**src/rtl/dealloc_unit_pkg.sv**
```systemverilog
// Shared MPU types: widths, ACT entry layout and deallocator FSM encoding.
// Imported by the deallocation interface and controller.
package mpu_common;

    localparam int ADDR_WIDTH       = 32;
    localparam int CORE_ID_WIDTH    = 4;
    localparam int BLOCK_COUNT_BITS = 6;
    localparam int REGION_SHIFT     = 12;
    localparam int MASK_WIDTH       = 16;

    typedef struct packed {
        logic                        valid;
        logic [MASK_WIDTH-1:0]       write_mask;
        logic [MASK_WIDTH-1:0]       read_mask;
        logic [CORE_ID_WIDTH-1:0]    owner;
        logic [BLOCK_COUNT_BITS-1:0] reservation_id;
    } entry_t;

    typedef logic [1:0] state_t;

    localparam state_t ST_IDLE = 2'd0;
    localparam state_t ST_RD   = 2'd1;
    localparam state_t ST_CHK  = 2'd2;
    localparam state_t ST_ENQ  = 2'd3;

    localparam logic [BLOCK_COUNT_BITS-1:0] LAST_BLOCK = '1;

endpackage

```
**src/rtl/dealloc_unit_if.sv**
```systemverilog
// ACT dealloc-port bus between the deallocator (master) and the ACT memory (slave).
// Ports: act_cs/act_we/act_addr/act_wdata toward memory, act_rdata back (1-cycle latency).
interface dealloc_unit_if;
    import mpu_common::*;

    logic                        act_cs;
    logic                        act_we;
    entry_t                      act_wdata;
    logic [BLOCK_COUNT_BITS-1:0] act_addr;
    entry_t                      act_rdata;

    modport master (
        output act_cs,
        output act_we,
        output act_wdata,
        output act_addr,
        input  act_rdata
    );

    modport slave (
        input  act_cs,
        input  act_we,
        input  act_wdata,
        input  act_addr,
        output act_rdata
    );

endinterface

```
**src/rtl/dealloc_unit.sv**
```systemverilog
// MPU deallocation controller: checks ownership of the named block, clears the
// reservation's contiguous ACT entries and enqueues the freed reservation ID.
// Ports: clk, rst (async, active-high), cs/addr/core_id request, act (ACT bus
// master), reservation_id_out/reservation_enqueue, bsy/rdy/err status.
module dealloc_unit
    import mpu_common::*;
(
    input  logic                        clk,
    input  logic                        rst,
    input  logic                        cs,
    input  logic [ADDR_WIDTH-1:0]       addr,
    input  logic [CORE_ID_WIDTH-1:0]    core_id,
    dealloc_unit_if.master              act,
    output logic [BLOCK_COUNT_BITS-1:0] reservation_id_out,
    output logic                        reservation_enqueue,
    output logic                        bsy,
    output logic                        rdy,
    output logic                        err
);

    state_t                      state;
    logic [BLOCK_COUNT_BITS-1:0] idx;
    logic [CORE_ID_WIDTH-1:0]    core_q;
    logic [BLOCK_COUNT_BITS-1:0] rid;
    logic                        first;

    entry_t rd_entry;
    logic   owner_ok;
    logic   cont_ok;
    logic   do_write;

    // Only the block-index field of the address selects an entry.
    logic unused_bits;
    assign unused_bits = &{1'b0,
                           addr[ADDR_WIDTH-1:REGION_SHIFT+BLOCK_COUNT_BITS],
                           addr[REGION_SHIFT-1:0],
                           rd_entry.write_mask,
                           rd_entry.read_mask};

    assign rd_entry = act.act_rdata;
    assign owner_ok = rd_entry.valid && (rd_entry.owner == core_q);
    assign cont_ok  = owner_ok && (rd_entry.reservation_id == rid);

    // First block must belong to the core; later blocks must also carry the
    // reservation ID captured from the first one.
    assign do_write = (state == ST_CHK) && (first ? owner_ok : cont_ok);

    always_comb begin
        act.act_cs    = 1'b0;
        act.act_we    = 1'b0;
        act.act_addr  = '0;
        act.act_wdata = '0;
        case (state)
            ST_RD: begin
                act.act_cs   = 1'b1;
                act.act_addr = idx;
            end
            ST_CHK: begin
                act.act_cs   = do_write;
                act.act_we   = do_write;
                act.act_addr = idx;
            end
            default: ;
        endcase
    end

    assign bsy                 = (state != ST_IDLE);
    assign reservation_enqueue = (state == ST_ENQ);
    assign reservation_id_out  = rid;

    always_ff @(posedge clk or posedge rst) begin
        if (rst) begin
            state  <= ST_IDLE;
            idx    <= '0;
            core_q <= '0;
            rid    <= '0;
            first  <= 1'b0;
            rdy    <= 1'b0;
            err    <= 1'b0;
        end else begin
            case (state)
                ST_IDLE: begin
                    if (cs) begin
                        idx    <= addr[REGION_SHIFT +: BLOCK_COUNT_BITS];
                        core_q <= core_id;
                        first  <= 1'b1;
                        rdy    <= 1'b0;
                        err    <= 1'b0;
                        state  <= ST_RD;
                    end
                end
                ST_RD: begin
                    state <= ST_CHK;
                end
                ST_CHK: begin
                    if (first && !owner_ok) begin
                        err   <= 1'b1;
                        rdy   <= 1'b1;
                        state <= ST_IDLE;
                    end else if (do_write) begin
                        if (first) begin
                            rid   <= rd_entry.reservation_id;
                            first <= 1'b0;
                        end
                        // Scan stops at the top of the table, never wraps.
                        if (idx == LAST_BLOCK) begin
                            state <= ST_ENQ;
                        end else begin
                            idx   <= idx + 1'b1;
                            state <= ST_RD;
                        end
                    end else begin
                        state <= ST_ENQ;
                    end
                end
                ST_ENQ: begin
                    rdy   <= 1'b1;
                    err   <= 1'b0;
                    state <= ST_IDLE;
                end
                default: begin
                    state <= ST_IDLE;
                end
            endcase
        end
    end

endmodule

```
**src/flat_wrapper.sv**
```systemverilog
// flat-port wrapper written by rule: the top's interface ports become plain ports
module dealloc_unit_flat import mpu_common::*;
  (clk, rst, cs, addr, core_id, reservation_id_out, reservation_enqueue, bsy, rdy, err, act_act_cs, act_act_we, act_act_wdata, act_act_addr, act_act_rdata);
  dealloc_unit_if act_i ();
  input  logic clk;
  input  logic rst;
  input  logic cs;
  input  logic [ADDR_WIDTH-1:0] addr;
  input  logic [CORE_ID_WIDTH-1:0] core_id;
  output logic [BLOCK_COUNT_BITS-1:0] reservation_id_out;
  output logic reservation_enqueue;
  output logic bsy;
  output logic rdy;
  output logic err;
  output wire logic [$bits(act_i.act_cs)-1:0] act_act_cs;
  output wire logic [$bits(act_i.act_we)-1:0] act_act_we;
  output wire logic [$bits(act_i.act_wdata)-1:0] act_act_wdata;
  output wire logic [$bits(act_i.act_addr)-1:0] act_act_addr;
  input wire logic [$bits(act_i.act_rdata)-1:0] act_act_rdata;
  assign act_act_cs = act_i.act_cs;
  assign act_act_we = act_i.act_we;
  assign act_act_wdata = act_i.act_wdata;
  assign act_act_addr = act_i.act_addr;
  assign act_i.act_rdata = act_act_rdata;
  dealloc_unit u_core (.clk(clk), .rst(rst), .cs(cs), .addr(addr), .core_id(core_id), .act(act_i), .reservation_id_out(reservation_id_out), .reservation_enqueue(reservation_enqueue), .bsy(bsy), .rdy(rdy), .err(err));
endmodule
```
**config.mk**
```make
export PLATFORM = sky130hd
export DESIGN_NAME = dealloc_unit_flat
export DESIGN_NICKNAME = d
export VERILOG_FILES = /design/src/rtl/dealloc_unit_pkg.sv /design/src/rtl/dealloc_unit_if.sv /design/src/rtl/dealloc_unit.sv /design/src/flat_wrapper.sv
export SDC_FILE = /design/constraint.sdc
export NUM_CORES = 1
export LEC_CHECK = 0
export ABC_CLOCK_PERIOD_IN_PS = 5600
export CORE_UTILIZATION = 33
export CTS_CLUSTER_SIZE = 20
export DETAILED_ROUTE_END_ITERATION = 12
export GPL_TIMING_DRIVEN = 0
export PLACE_DENSITY_LB_ADDON = 0.08
export SYNTH_ARGS = -nofsm -noshare
export SYNTH_HDL_FRONTEND = slang
export SYNTH_SLANG_ARGS = --single-unit
```
**constraint.sdc**
```tcl
create_clock -name clk -period 5.6 [get_ports clk]
set_input_delay 1.12 -clock clk [delete_from_list [all_inputs] [get_ports clk]]
set_output_delay 1.12 -clock clk [all_outputs]
set_load 0.01 [all_outputs]
```
==> Word level (Yosys, flattened, before mapping) <==
Index checks and enable logic that the tools add are counted.
{ "classes": {"add_sub_neg": 1, "mul": 0, "div_mod_pow": 0, "order_cmp": 0, "eq_ne": 11, "shift": 0, "mux": 22, "bitwise_logic": 1, "n_reduce_logical": 15} }
{ "ops": {"columns": ["op", "count"], "rows": [
  ["2-to-1 mux 6 bit", 5],
  ["case mux 6 bit (2 select lines)", 1],
  ["2-to-1 mux 2 bit", 4],
  ["inequality test 2 bit (second input constant)", 4],
  ["case mux 2 bit (4 select lines)", 1],
  ["AND reduction 4 bit", 2],
  ["2-to-1 mux 1 bit", 7],
  ["adder 6 x 1 -> 6 bit (second input constant)", 1],
  ["== test 6 bit", 1],
  ["== test 6 bit (second input constant)", 1],
  ["case mux 1 bit (3 select lines)", 2],
  ["AND reduction 5 bit", 1],
  ["== test 2 bit (second input constant)", 2],
  ["== test 4 bit", 1],
  ["logical AND 1 bit", 4],
  ["case mux 1 bit (2 select lines)", 2],
  ["nonzero test 2 bit", 2],
  ["AND reduction 3 bit", 1],
  ["nonzero test 3 bit", 1],
  ["== test 2 x 1 -> 1 bit (second input constant)", 1],
  ["zero test 2 bit", 1],
  ["inequality test 2 x 1 -> 1 bit (second input constant)", 1],
  ["AND reduction 2 bit", 1],
  ["OR reduction 2 bit", 1],
  ["other kinds (2)", 2]
]} }
{ "totals": {"ff_bits": 21, "latchBits": 0, "ramBits": 0, "rom_bits": 0, "out_inout_bits": 61, "word_cells": 57, "mem_count": 0} }

==> Depth between registers and ports, before layout <==
Gate-level depths: netlist of run 1.
{ "depth": {"word_depth": 8, "mapped_depth": 7, "depth_no_buf": 7} }

==> Worst setup path before layout of run 1 <==
No wires, ideal clock.
{ "synth_timing": {"path_type": "input-to-output", "start": "input port act_act_rdata[2]", "end": "output port act_act_cs", "arrival_ps": 2168, "required_time_ps": 4480, "setup_slack_ps": 2312, "path_stages": 5, "n_path_buf": 0, "cell_sequence": "xor2_1 > nor4_1 > a31oi_1 > nor2_1 > o21a_1"} }
{ "synth_via": {"elab_chain_len": 5} }
{ "synth_lines": {"columns": ["item", "line", "rtl"], "rows": [
  ["start, declared", "flat_wrapper.sv:19", "input wire logic [$bits(act_i.act_rdata)-1:0] act_act_rdata;"],
  ["== test 6 bit", "dealloc_unit.sv:42", "assign cont_ok = owner_ok && (rd_entry.reservation_id == rid);"],
  ["logical AND 1 bit", "dealloc_unit.sv:42", null],
  ["2-to-1 mux 1 bit", "dealloc_unit.sv:46", "assign do_write = (state == ST_CHK) && (first ? owner_ok : cont_ok);"],
  ["logical AND 1 bit", "dealloc_unit.sv:46", null],
  ["case mux 1 bit (2 select lines)", "dealloc_unit.sv:53", "case (state)"],
  ["end, declared", "flat_wrapper.sv:15", "output wire logic [$bits(act_i.act_cs)-1:0] act_act_cs;"]
]} }
Every way passes these cells.

==> Worst setup path in the final report of run 1 <==
Ends and elaborated chain as after synthesis.

==> summary.txt, run 1 <==
Global routing
  • Total congestion overflow: 0
  • Vias in the first global route: about 1,100
  • Largest net degree at the start of global routing: 22
  • Overall Global Routing Usage: 0.124
  • Antenna violations before repair: 0
  • First-pass GRT wire length: 5020 µm

Logic synthesis
  • Synth async-reset ratio: 1.00
  • Top_reg_cell synth: dfrtp_1
  • Register area share after synthesis: 0.338
  • Syn Area/Cell: about 9.7 µm²
  • Post-synth EDFFs: 0
  • Commonest cells in the synthesized netlist: buf_4 (43), dfrtp_1 (21), mux2_2 (10)
  • Yosys Warn Count: 0
  • Mapped Area: roughly 0.0016 mm²
  • Netlist cell types: 32
  • Count leader, synth: buf_4
  • Share of Yosys cell area claimed by the top area cell type: 0.338
  • Seq cells post-synth: 21
  • Synth top area cells: dfrtp_1 (34%), buf_4 (21%), mux2_2 (7.2%)
  • Mapped Cells: 160
  • Yosys top cell by area: dfrtp_1

Flow run
  • MaxCap Viol Count: 0

Floorplan
  • Ports: around 140
  • Core footprint: about 0.0044 mm²
  • Starting Density: 0.350
  • Die area: 0.00499 mm²
  • Die height: slightly above 70 µm
  • Row cnt: 24
  • DIE WIDTH: roughly 70 µm

Route
  • Avg WL per Cell: around 10 µm
  • Starting DRT DRC Count: 66
  • Via density: slightly above 4
  • M1 WL: around 1400 µm
  • WL final: 3110 µm
  • Met3 WL: around 320 µm
  • Final ANT Viol Nets: 0
  • DR vias: between 1,000 and 1,500
  • Max Used Layer: met4
  • Metal2 WL: approximately 1400 µm
  • First-pass detailed-route iteration total: 8
  • # DRC: 18

Pwr
  • Design Power: about 0.0010 W
  • Worst VDD drop: ~220 µV
  • P_leak: approximately 1.1 nW
  • Pwr dens: about 450 mW/mm²

Clock tree
  • CTS hold repair buffers: 0
  • Root buf cell: clkbuf_8
  • CTS Buffer Depth: 2
  • Worst-Skew Late Latency: ~0.26 ns
  • H-tree levels: 1
  • Worst-path clk slew: ~0.070 ns
  • CTS Sinks: 21
  • TritonCTS clock tree: yes
  • Postcts setup bufs: 0
  • Cts bufs inserted: 3
  • Post_cts resized: 0

STA
  • RSZ-0062 raised after global routing: no
  • Slew HR: 0.409
  • Minimum clock period: ~4.3 ns
  • # setup viols final: 0
  • F_max: 234 MHz
  • Max Slew Vio Count: 0
  • Final Cycle Share: 0.762
  • Fin Clk Skew: between 0.0015 and 0.002 ns
  • Worst Tran Pin Value: between 0.8 and 0.9 ns
  • Post-route setup TNS: 0 ns
  • Fin Hold WS: 0.488 ns
  • Final hold viol count: 0

Worst setup path
  • Crit path kind: input pin to output port
  • R2R Setup Slk: ~3.3 ns
  • Worst path required time: 4.48 ns
  • Startpoint class of the critical path: input pin
  • Critical path arrival: about 3.2 ns
  • Critical Path End Type: output port
  • Critical path peak fanout: 5

Run status
  • Status: complete, but fails checks
  • Violated checks: DRC

Layout
  • Area Growth Syn to Fin: 43.6%
  • Antenna cells: 0
  • Layout net count: around 340
  • Layout cell share with drive strength beyond 1: 0.235

Placement
  • I/O Buffers: between 40 and 50
  • Post-DP HPWL: 2470 µm
  • Routability congestion estimate: between 0.7 and 0.8

Min path
  • Worst min path class: flip-flop to flip-flop
==> registers in the layout (all words and copies together) (netlist names) <==
signal and count:
u_core.idx 6, u_core.reservation_id_out 6, u_core.core_q 4, u_core.state 2, u_core.err 1, u_core.first 1, u_core.rdy 1
==> stage by stage <==
| step | util | std cells | setup WS, ns | area [µm²] |
|---|---|---|---|---|
| detailed placement | 0.492 | 295 | 1.28 | 2190 |
| CTS | 0.503 | 299 | 1.28 | 2230 |
| floorplan | - | 202 | 2.31 | 1710 |
| global placement | 0.492 | 295 | 1.28 | 2190 |
| finish | 0.503 | 299 | 1.33 | 2230 |
| global route | 0.503 | 299 | 1.19 | 2230 |
==> cell type report <==
cell class              count  area (µm²)
well taps                  52        65.1
repair buffers             41         410
flip-flops and latches     21         526
fillers                   408        2210
inverters                   6        22.5
plain buffers              44         327
multi-input cells         131         838
clock buffers               4        45.0
==> report_power, final <==
group | switching (W) | internal (W)
Sequential | 0.0000678 | 0.000230
Combinational | 0.000277 | 0.000328
Clock | 0.0000482 | 0.0000507
==> worst max-delay path: stages <==
cell	delay, ns
clkdlybuf4s50_1	0.42
xor2_1	0.15
nor4_1	0.30
a31oi_1	0.28
nor2_1	0.22
o21a_1	0.13
clkdlybuf4s50_1	0.52
==> path summary, 6_finish.rpt <==
check	startpoint	to	depth (start not counted)
worst min-delay path	u_core.rdy$_DFFE_PP0P_	u_core.rdy$_DFFE_PP0P_	1
min in group asynchronous	rst	u_core.reservation_id_out[2]$_DFFE_PP0P_	2
worst max register to register	u_core.reservation_id_out[2]$_DFFE_PP0P_	u_core.idx[5]$_DFFE_PP0P_	5
max in group asynchronous	rst	u_core.idx[2]$_DFFE_PP0P_	2
worst max-delay path	act_act_rdata[2]	act_act_cs	7
worst min register to register	u_core.rdy$_DFFE_PP0P_	u_core.rdy$_DFFE_PP0P_	1
==> layer usage <==
layer / vias up / global-route usage
met5: - / 0
met4: 0 / 0.0333
met3: 3 / 0.0342
met2: 57 / 0.203
met1: 521 / 0.163
li1: 651 / -
==> cell usage in the layout, fill, tap and decap left out, types with 5 or more instances in the layout <==
cell and n:
a21oi_1 5, a31oi_1 7, and2_1 7, buf_4 43, clkdlybuf4s50_1 41, conb_1 43, dfrtp_1 21, ha_1 6
inv_1 6, mux2_2 10, nor3_1 7, xor2_1 7
==> kinds of logic after synthesis <==
family	Yosys count	share of synthesized area
AOI/OAI and AO/OA	28	0.136
xor gates and xnor gates	10	0.0563
adders and majority gates	6	0.0483
buffers and inverters	50	0.224
DFF	21	0.338
muxes	11	0.0788
other	1	0.00241
and+or+nand+nor	33	0.116
No activity file was read; power rests on OpenSTA's default activity.
==> inputs of run 2 (changes only) <==
--- a/config.mk
+++ b/config.mk
@@ -5,8 +5,8 @@
 export SDC_FILE = /design/constraint.sdc
 export NUM_CORES = 1
 export LEC_CHECK = 0
-export ABC_CLOCK_PERIOD_IN_PS = 5600
-export CORE_UTILIZATION = 33
+export ABC_CLOCK_PERIOD_IN_PS = 4100
+export CORE_UTILIZATION = 31
 export CTS_CLUSTER_SIZE = 20
 export DETAILED_ROUTE_END_ITERATION = 12
 export GPL_TIMING_DRIVEN = 0
==> constraint.sdc (replaced) <==
create_clock -name clk -period 4.1 [get_ports clk]
set_input_delay 0.82 -clock clk [delete_from_list [all_inputs] [get_ports clk]]
set_output_delay 0.82 -clock clk [all_outputs]
set_load 0.01 [all_outputs]
==> run 2 against run 1 <==
The flow now finishes without violations. Die area grew 6.3%. Hold slack gained 0.0055 ns. Sequential power grew 37%. Non-clock buffer count is the same. Cell area grew 0.84%. Critical path depth is the same.
==> summary.txt, run 2 (synthesis gave the netlist of run 1 again) <==
Run status
  • Status: finished clean (was complete, but fails checks)

Clock tree
  • Root buf cell: clkbuf_8 (unchanged)
  • Post_cts resized: 0 (unchanged)
  • CTS Sinks: 21 (unchanged)
  • H-tree levels: 1 (unchanged)
  • CTS hold repair buffers: 0 (unchanged)
  • Worst-Skew Late Latency: 0.26 ns (about the same)
  • TritonCTS clock tree: yes (unchanged)
  • CTS Buffer Depth: 2 (unchanged)
  • Cts bufs inserted: 3 (unchanged)
  • Postcts setup bufs: 0 (unchanged)
  • Worst-path clk slew: 0.08 ns (was 0.07 ns)

Pwr
  • Int Power: 0.000830 W (was 0.000608 W)
  • Logic pwr share: 0.602 (was 0.604)
  • Sequential Power Share: 0.298 (was 0.297)
  • Switch Pwr: 0.000536 W (was 0.000392 W)
  • P_leak: 1.10 nW (unchanged)
  • Pwr dens: 606 mW/mm² (was 448 mW/mm²)
  • Worst VDD drop: 367 µV (was 222 µV)
  • Clock group share of total power: 0.100 (was 0.099)
  • Switch share: 0.392 (about the same)

Flow run
  • MaxCap Viol Count: 0 (unchanged)

Layout
  • Fillcell total: 499 (was 408)
  • Layout cell share with drive strength beyond 1: 0.235 (unchanged)
  • Most frequent cells in the layout: buf_4 (43), conb_1 (43), clkdlybuf4s50_1 (41) (unchanged)
  • Antenna cells: 0 (unchanged)
  • Layout net count: 336 (unchanged)
  • Seq. cell area: 526 µm² (unchanged)
  • Area Growth Syn to Fin: 44.8% (was 43.6%)
  • Post-Route Utilization: 0.471 (was 0.503)
  • Area of the multi-input gates: 838 µm² (unchanged)
  • Finished Layout Cells: 314 (was 299)

Worst setup path
  • Critical path peak fanout: 5 (unchanged)
  • Startpoint class of the critical path: input pin (unchanged)
  • R2r startpoint: u_core.reservation_id_out[2]$_DFFE_PP0P_ (unchanged)
  • Register-to-Register Path Depth: 5 (unchanged)
  • R2R Setup Slk: 1.80 ns (was 3.26 ns)
  • Critical path arrival: 2.84 ns (was 3.15 ns)
  • Crit path kind: input pin to output port (unchanged)
  • R2r endpoint: u_core.idx[2]$_DFFE_PP0P_ (was u_core.idx[5]$_DFFE_PP0P_)
  • Critical Path End Type: output port (unchanged)
  • Worst path required time: 3.28 ns (was 4.48 ns)

STA
  • F_max: roughly 270 MHz
  • Final Cycle Share: 0.893
  • Final hold viol count: 0 (unchanged)
  • Slew HR: 0.443 (was 0.409)
  • Minimum clock period: roughly 3.7 ns
  • Max Slew Vio Count: 0 (unchanged)
  • Worst Tran Pin Value: 0.828 ns (was 0.878 ns)
  • Post-route setup TNS: 0 ns (unchanged)
  • # setup viols final: 0 (unchanged)
  • Fin Clk Skew: 0.00538 ns (was 0.00186 ns)
  • RSZ-0062 raised after global routing: no (unchanged)

Floorplan
  • Core footprint: 0.00479 mm² (was 0.00444 mm²)
  • Die height: 72.8 µm (was 70.7 µm)
  • Die area: 0.00530 mm² (was 0.00499 mm²)
  • Row cnt: 25 (was 24)
  • Ports: 143 (unchanged)
  • Starting Density: 0.325 (was 0.350)
  • DIE WIDTH: 72.8 µm (was 70.7 µm)

Route
  • # DRC: 0 (was 18)
  • Final ANT Viol Nets: 0 (unchanged)
  • DR vias: 1,220 (was 1,232)
  • Avg WL per Cell: 9.76 µm (was 10.4 µm)
  • WL final: 3070 µm (was 3110 µm)
  • First-pass detailed-route iteration total: 4 (was 8)
  • Starting DRT DRC Count: 58 (was 66)
  • Via density: 3.89 (was 4.12)

Min path
  • Hold path start: u_core.rdy$_DFFE_PP0P_ (unchanged)
  • Hold Crit Endpoint: u_core.rdy$_DFFE_PP0P_ (unchanged)
  • WHS Path Cells: 1 (unchanged)
  • Worst min path class: flip-flop to flip-flop (unchanged)

Placement
  • Dpl cells: 310 (was 295)
  • Routability congestion estimate: 0.821 (was 0.791)
  • I/O Buffers: 41 (unchanged)
  • Post-DP HPWL: 2480 µm (was 2470 µm)

Global routing
  • Overall Global Routing Usage: 0.120 (was 0.124)
  • Vias in the first global route: 1,078 (was 1,089)
  • Total congestion overflow: 0 (unchanged)
  • Antenna violations before repair: 0 (unchanged)
  • First-pass GRT wire length: 4950 µm (was 5020 µm)
  • Largest net degree at the start of global routing: 22 (unchanged)
-- run 2: cell counts in the layout (fill, tap and decap cells not counted) --
No cell type changed its count.
-- run 2: how the worst max path moves through the flow --
stage                          start          to
global route        act_act_rdata[1]  act_act_cs
finish              act_act_rdata[2]  act_act_cs
global placement    act_act_rdata[2]  act_act_cs
detailed placement  act_act_rdata[2]  act_act_cs
floorplan           act_act_rdata[2]  act_act_cs
CTS                 act_act_rdata[2]  act_act_cs
-- run 2: area by class of cell --
cell class | count | area share
multi-input combinational | 131 | 0.372
sequential | 21 | 0.233
timing repair buffer | 41 | 0.182
buffer | 44 | 0.145
tap | 67 | 0.0372
clock buffer | 4 | 0.0200
inverter | 6 | 0.0100
-- run 2: power groups by stage --
stage	clock network (W)	logic [W]	registers, W
after CTS	0.000143	0.000834	0.000406
after global placement	0	0.000827	0.000410
after global routing	0.000149	0.000912	0.000424
after floorplan	0	0.000500	0.000409
after detailed placement	0	0.000832	0.000409
final	0.000137	0.000822	0.000407
-- run 2: worst max-delay path, stage by stage --
cell and delay, ns:
clkdlybuf4s50_1 0.43, xor2_1 0.15, nor4_1 0.31, a31oi_1 0.27
nor2_1 0.21, o21a_1 0.13, clkdlybuf4s50_1 0.53
-- run 2: per-stage QoR --
step	hold WS (ns)	total power [W]	worst slack (ns)	area (µm²)
after floorplan	0.479	0.000909	1.41	1710
after global placement	0.473	0.00124	0.378	2210
after detailed placement	0.477	0.00124	0.384	2210
after CTS	0.496	0.00138	0.382	2250
after global routing	0.540	0.00149	0.309	2250
final	0.493	0.00137	0.438	2250
-- run 2: layer usage --
layer	track usage	wire length, µm	vias to the layer above
met4	0.0261	27	0
met3	0.0470	335	4
li1	-	-	647
met5	0	0	-
met1	0.156	1420	506
met2	0.190	1290	63
==> inputs of run 3 (changes only) <==
--- a/config.mk
+++ b/config.mk
@@ -5,8 +5,9 @@
 export SDC_FILE = /design/constraint.sdc
 export NUM_CORES = 1
 export LEC_CHECK = 0
-export ABC_CLOCK_PERIOD_IN_PS = 4100
-export CORE_UTILIZATION = 31
+export ABC_AREA = 1
+export ABC_CLOCK_PERIOD_IN_PS = 3700
+export CORE_UTILIZATION = 33
 export CTS_CLUSTER_SIZE = 20
 export DETAILED_ROUTE_END_ITERATION = 12
 export GPL_TIMING_DRIVEN = 0
==> constraint.sdc (replaced) <==
create_clock -name clk -period 3.7 [get_ports clk]
set_input_delay 0.74 -clock clk [delete_from_list [all_inputs] [get_ports clk]]
set_output_delay 0.74 -clock clk [all_outputs]
set_load 0.01 [all_outputs]
==> run 3 against run 2 <==
Total power up 1.0%. Hold slack better by 0.011 ns. Core utilization up 2.6 points. Largest cell class unchanged. Cell area rose by 7.0%. Sequential cell count stayed put. Critical path type unchanged. Area after synthesis rose by 10%. Global-route usage grew 0.94 points. Cell count up 25%. Synthesized cell count up 48%. First-iteration DRC count fell by 21%. Non-clock buffer count increased by 1.
==> summary.txt, run 3 <==
Route
  • Via density: 3.78 (was 3.89)
  • Final ANT Viol Nets: 0 (unchanged)
  • WL final: 3270 µm (was 3070 µm)
  • # DRC: 0 (unchanged)
  • Avg WL per Cell: 8.35 µm (was 9.76 µm)
  • DR vias: 1,478 (was 1,220)
  • Starting DRT DRC Count: 46 (was 58)
  • First-pass detailed-route iteration total: 4 (unchanged)

Layout
  • Layout cell share with drive strength beyond 1: 0.201 (was 0.235)
  • Commonest non-fill, non-tap cell in the layout: nand2_1
  • Layout net count: 413 (was 336)
  • Antenna cells: 0 (unchanged)
  • Fillcell total: 489 (was 499)
  • Area Growth Syn to Fin: 40.7% (was 44.8%)
  • Most frequent cells in the layout: nand2_1 (69), buf_4 (43), conb_1 (43) (was buf_4 (43), conb_1 (43), clkdlybuf4s50_1 (41))

STA
  • Worst Tran Pin Value: 0.816 ns (was 0.828 ns)
  • Post-route setup TNS: 0 ns (unchanged)
  • Final hold viol count: 0 (unchanged)
  • # setup viols final: 0 (unchanged)
  • F_max: approximately 300 MHz
  • Slew HR: 0.455 (was 0.443)
  • Final Cycle Share: 0.904
  • Max Slew Vio Count: 0 (unchanged)
  • RSZ-0062 raised after global routing: no (unchanged)
  • Fin Clk Skew: 0.00392 ns (was 0.00538 ns)
  • Final worst setup slack: 0.357 ns (was 0.438 ns)
  • Minimum clock period: 3.34 ns

Floorplan
  • Core footprint: 0.00485 mm² (was 0.00479 mm²)
  • Row cnt: 25 (unchanged)
  • Ports: 143 (unchanged)
  • DIE WIDTH: 74.0 µm (was 72.8 µm)
  • Die height: 74.0 µm (was 72.8 µm)
  • Die area: 0.00548 mm² (was 0.00530 mm²)
  • Starting Density: 0.353 (was 0.325)

Worst setup path
  • Critical path arrival: 2.60 ns (was 2.84 ns)
  • Crit path kind: input pin to output port (unchanged)
  • R2r startpoint: u_core.state[0]$_DFFE_PP0N_ (was u_core.reservation_id_out[2]$_DFFE_PP0P_)
  • Worst path required time: 2.96 ns (was 3.28 ns)
  • Startpoint class of the critical path: input pin (unchanged)
  • Critical path peak fanout: 4 (was 5)
  • R2R Setup Slk: 1.98 ns (was 1.80 ns)
  • R2r endpoint: u_core.idx[2]$_DFFE_PP0P_ (unchanged)
  • Register-to-Register Path Depth: 7 (was 5)
  • Critical Path End Type: output port (unchanged)

Clock tree
  • Post_cts resized: 0 (unchanged)
  • CTS Buffer Depth: 2 (unchanged)
  • Worst-Skew Late Latency: 0.26 ns (about the same)
  • Postcts setup bufs: 0 (unchanged)
  • Cts bufs inserted: 3 (unchanged)
  • H-tree levels: 1 (unchanged)
  • Root buf cell: clkbuf_8 (unchanged)
  • CTS hold repair buffers: 0 (unchanged)
  • Worst-path clk slew: 0.07 ns (was 0.08 ns)
  • CTS Sinks: 21 (unchanged)
  • TritonCTS clock tree: yes (unchanged)

Min path
  • Hold Crit Endpoint: u_core.idx[5]$_DFFE_PP0P_ (was u_core.rdy$_DFFE_PP0P_)
  • WHS Path Cells: 2 (was 1)
  • Hold path start: u_core.idx[5]$_DFFE_PP0P_ (was u_core.rdy$_DFFE_PP0P_)
  • Worst min path class: flip-flop to flip-flop (unchanged)

Global routing
  • Vias in the first global route: 1,249 (was 1,078)
  • Overall Global Routing Usage: 0.130 (was 0.120)
  • First-pass GRT wire length: 5510 µm (was 4950 µm)
  • Total congestion overflow: 0 (unchanged)
  • Antenna violations before repair: 0 (unchanged)
  • Largest net degree at the start of global routing: 22 (unchanged)

Logic synthesis
  • Commonest cells in the synthesized netlist: nand2_1 (69), buf_4 (43), inv_1 (28) (was buf_4 (43), dfrtp_1 (21), mux2_2 (10))
  • Yosys top cell by area: dfrtp_1 (unchanged)
  • Yosys Warn Count: 0 (unchanged)
  • Mapped Area: 0.00171 mm² (was 0.00156 mm²)
  • Synth top area cells: dfrtp_1 (31%), buf_4 (19%), nand2_1 (15%) (was dfrtp_1 (34%), buf_4 (21%), mux2_2 (7.2%))
  • Share of Yosys cell area claimed by the top area cell type: 0.307 (was 0.338)
  • Syn Area/Cell: 7.23 µm² (was 9.72 µm²)
  • Netlist cell types: 26 (was 32)
  • Mapped Cells: 237 (was 160)
  • Count leader, synth: nand2_1 (was buf_4)
  • Seq cells post-synth: 21 (unchanged)
  • Register area share after synthesis: 0.307 (was 0.338)
  • Post-synth EDFFs: 0 (unchanged)
  • Top_reg_cell synth: dfrtp_1 (unchanged)
  • Synth async-reset ratio: 1.00 (unchanged)

Placement
  • Routability congestion estimate: 0.749 (was 0.821)
  • I/O Buffers: 41 (unchanged)
  • Post-place setup slack: 0.381 ns (was 0.384 ns)
  • Post-DP HPWL: 2670 µm (was 2480 µm)

Pwr
  • P_leak: 1.33 nW (was 1.10 nW)
  • Worst VDD drop: 391 µV (was 367 µV)
  • Pwr dens: 573 mW/mm² (was 606 mW/mm²)

Flow run
  • MaxCap Viol Count: 0 (unchanged)

Run status
  • Status: finished clean (unchanged)
-- run 3: critical path, stage by stage --
cell and delay [ns]:
clkdlybuf4s50_1 0.49, inv_1 0.05, nand2_1 0.05, nand2_1 0.04
nor2_1 0.12, nand3_2 0.12, nor2_2 0.14, nand2_2 0.11
a21boi_1 0.19, clkdlybuf4s50_1 0.57
-- run 3: metrics by stage --
step / cell area [µm²] / hold WS (ns) / utilization / total power, W / std cells
2_1_floorplan: 1870 / 0.463 / - / 0.000949 / 279
3_3_place_gp: 2360 / 0.484 / 0.488 / 0.00124 / 387
3_5_place_dp: 2360 / 0.487 / 0.488 / 0.00124 / 387
4_1_cts: 2410 / 0.512 / 0.497 / 0.00140 / 391
5_1_grt: 2410 / 0.531 / 0.497 / 0.00153 / 391
6_report: 2410 / 0.504 / 0.497 / 0.00138 / 391
-- run 3: power by group --
part | switching, W | internal (W)
sequential | 0.0000870 | 0.000325
clock | 0.0000733 | 0.0000766
combinational | 0.000443 | 0.000375
total | 0.000603 | 0.000777
-- run 3: per-layer routing --
metal	global-route usage	vias up	share of wire
li1	-	814	-
met1	0.179	604	0.47
met2	0.204	58	0.44
met3	0.0352	2	0.081
met4	0.0256	0	0.0067
met5	0	-	0
-- run 3: cell families (layout without fill, tap and decap cells) --
kind of cell / Yosys count / after routing / synth area share
simple gates: 104 / 104 / 0.270
buf+inv: 76 / 121 / 0.265
compound gates: 24 / 24 / 0.0862
flops: 21 / 21 / 0.307
fa+ha+maj: 6 / 6 / 0.0438
xor+xnor: 5 / 5 / 0.0256
other cells: 1 / 43 / 0.00219
-- run 3: cell type report --
class	instances	area [µm²]	share of cell area
clock buffer	4	45.0	0.0187
inverter	31	116	0.0483
tap	67	83.8	0.0348
buffer	45	338	0.140
timing repair buffer	41	410	0.170
multi-input combinational	182	891	0.370
sequential	21	526	0.218
-- run 3: worst max path at each step --
stage / startpoint / endpoint / slack, ns
2_1_floorplan: act_act_rdata[7] / act_act_cs / 1.48
5_1_grt: act_act_rdata[7] / act_act_cs / 0.26
4_1_cts: act_act_rdata[6] / act_act_cs / 0.37
3_5_place_dp: act_act_rdata[7] / act_act_cs / 0.38
3_3_place_gp: act_act_rdata[6] / act_act_cs / 0.37
6_report: act_act_rdata[6] / act_act_cs / 0.36
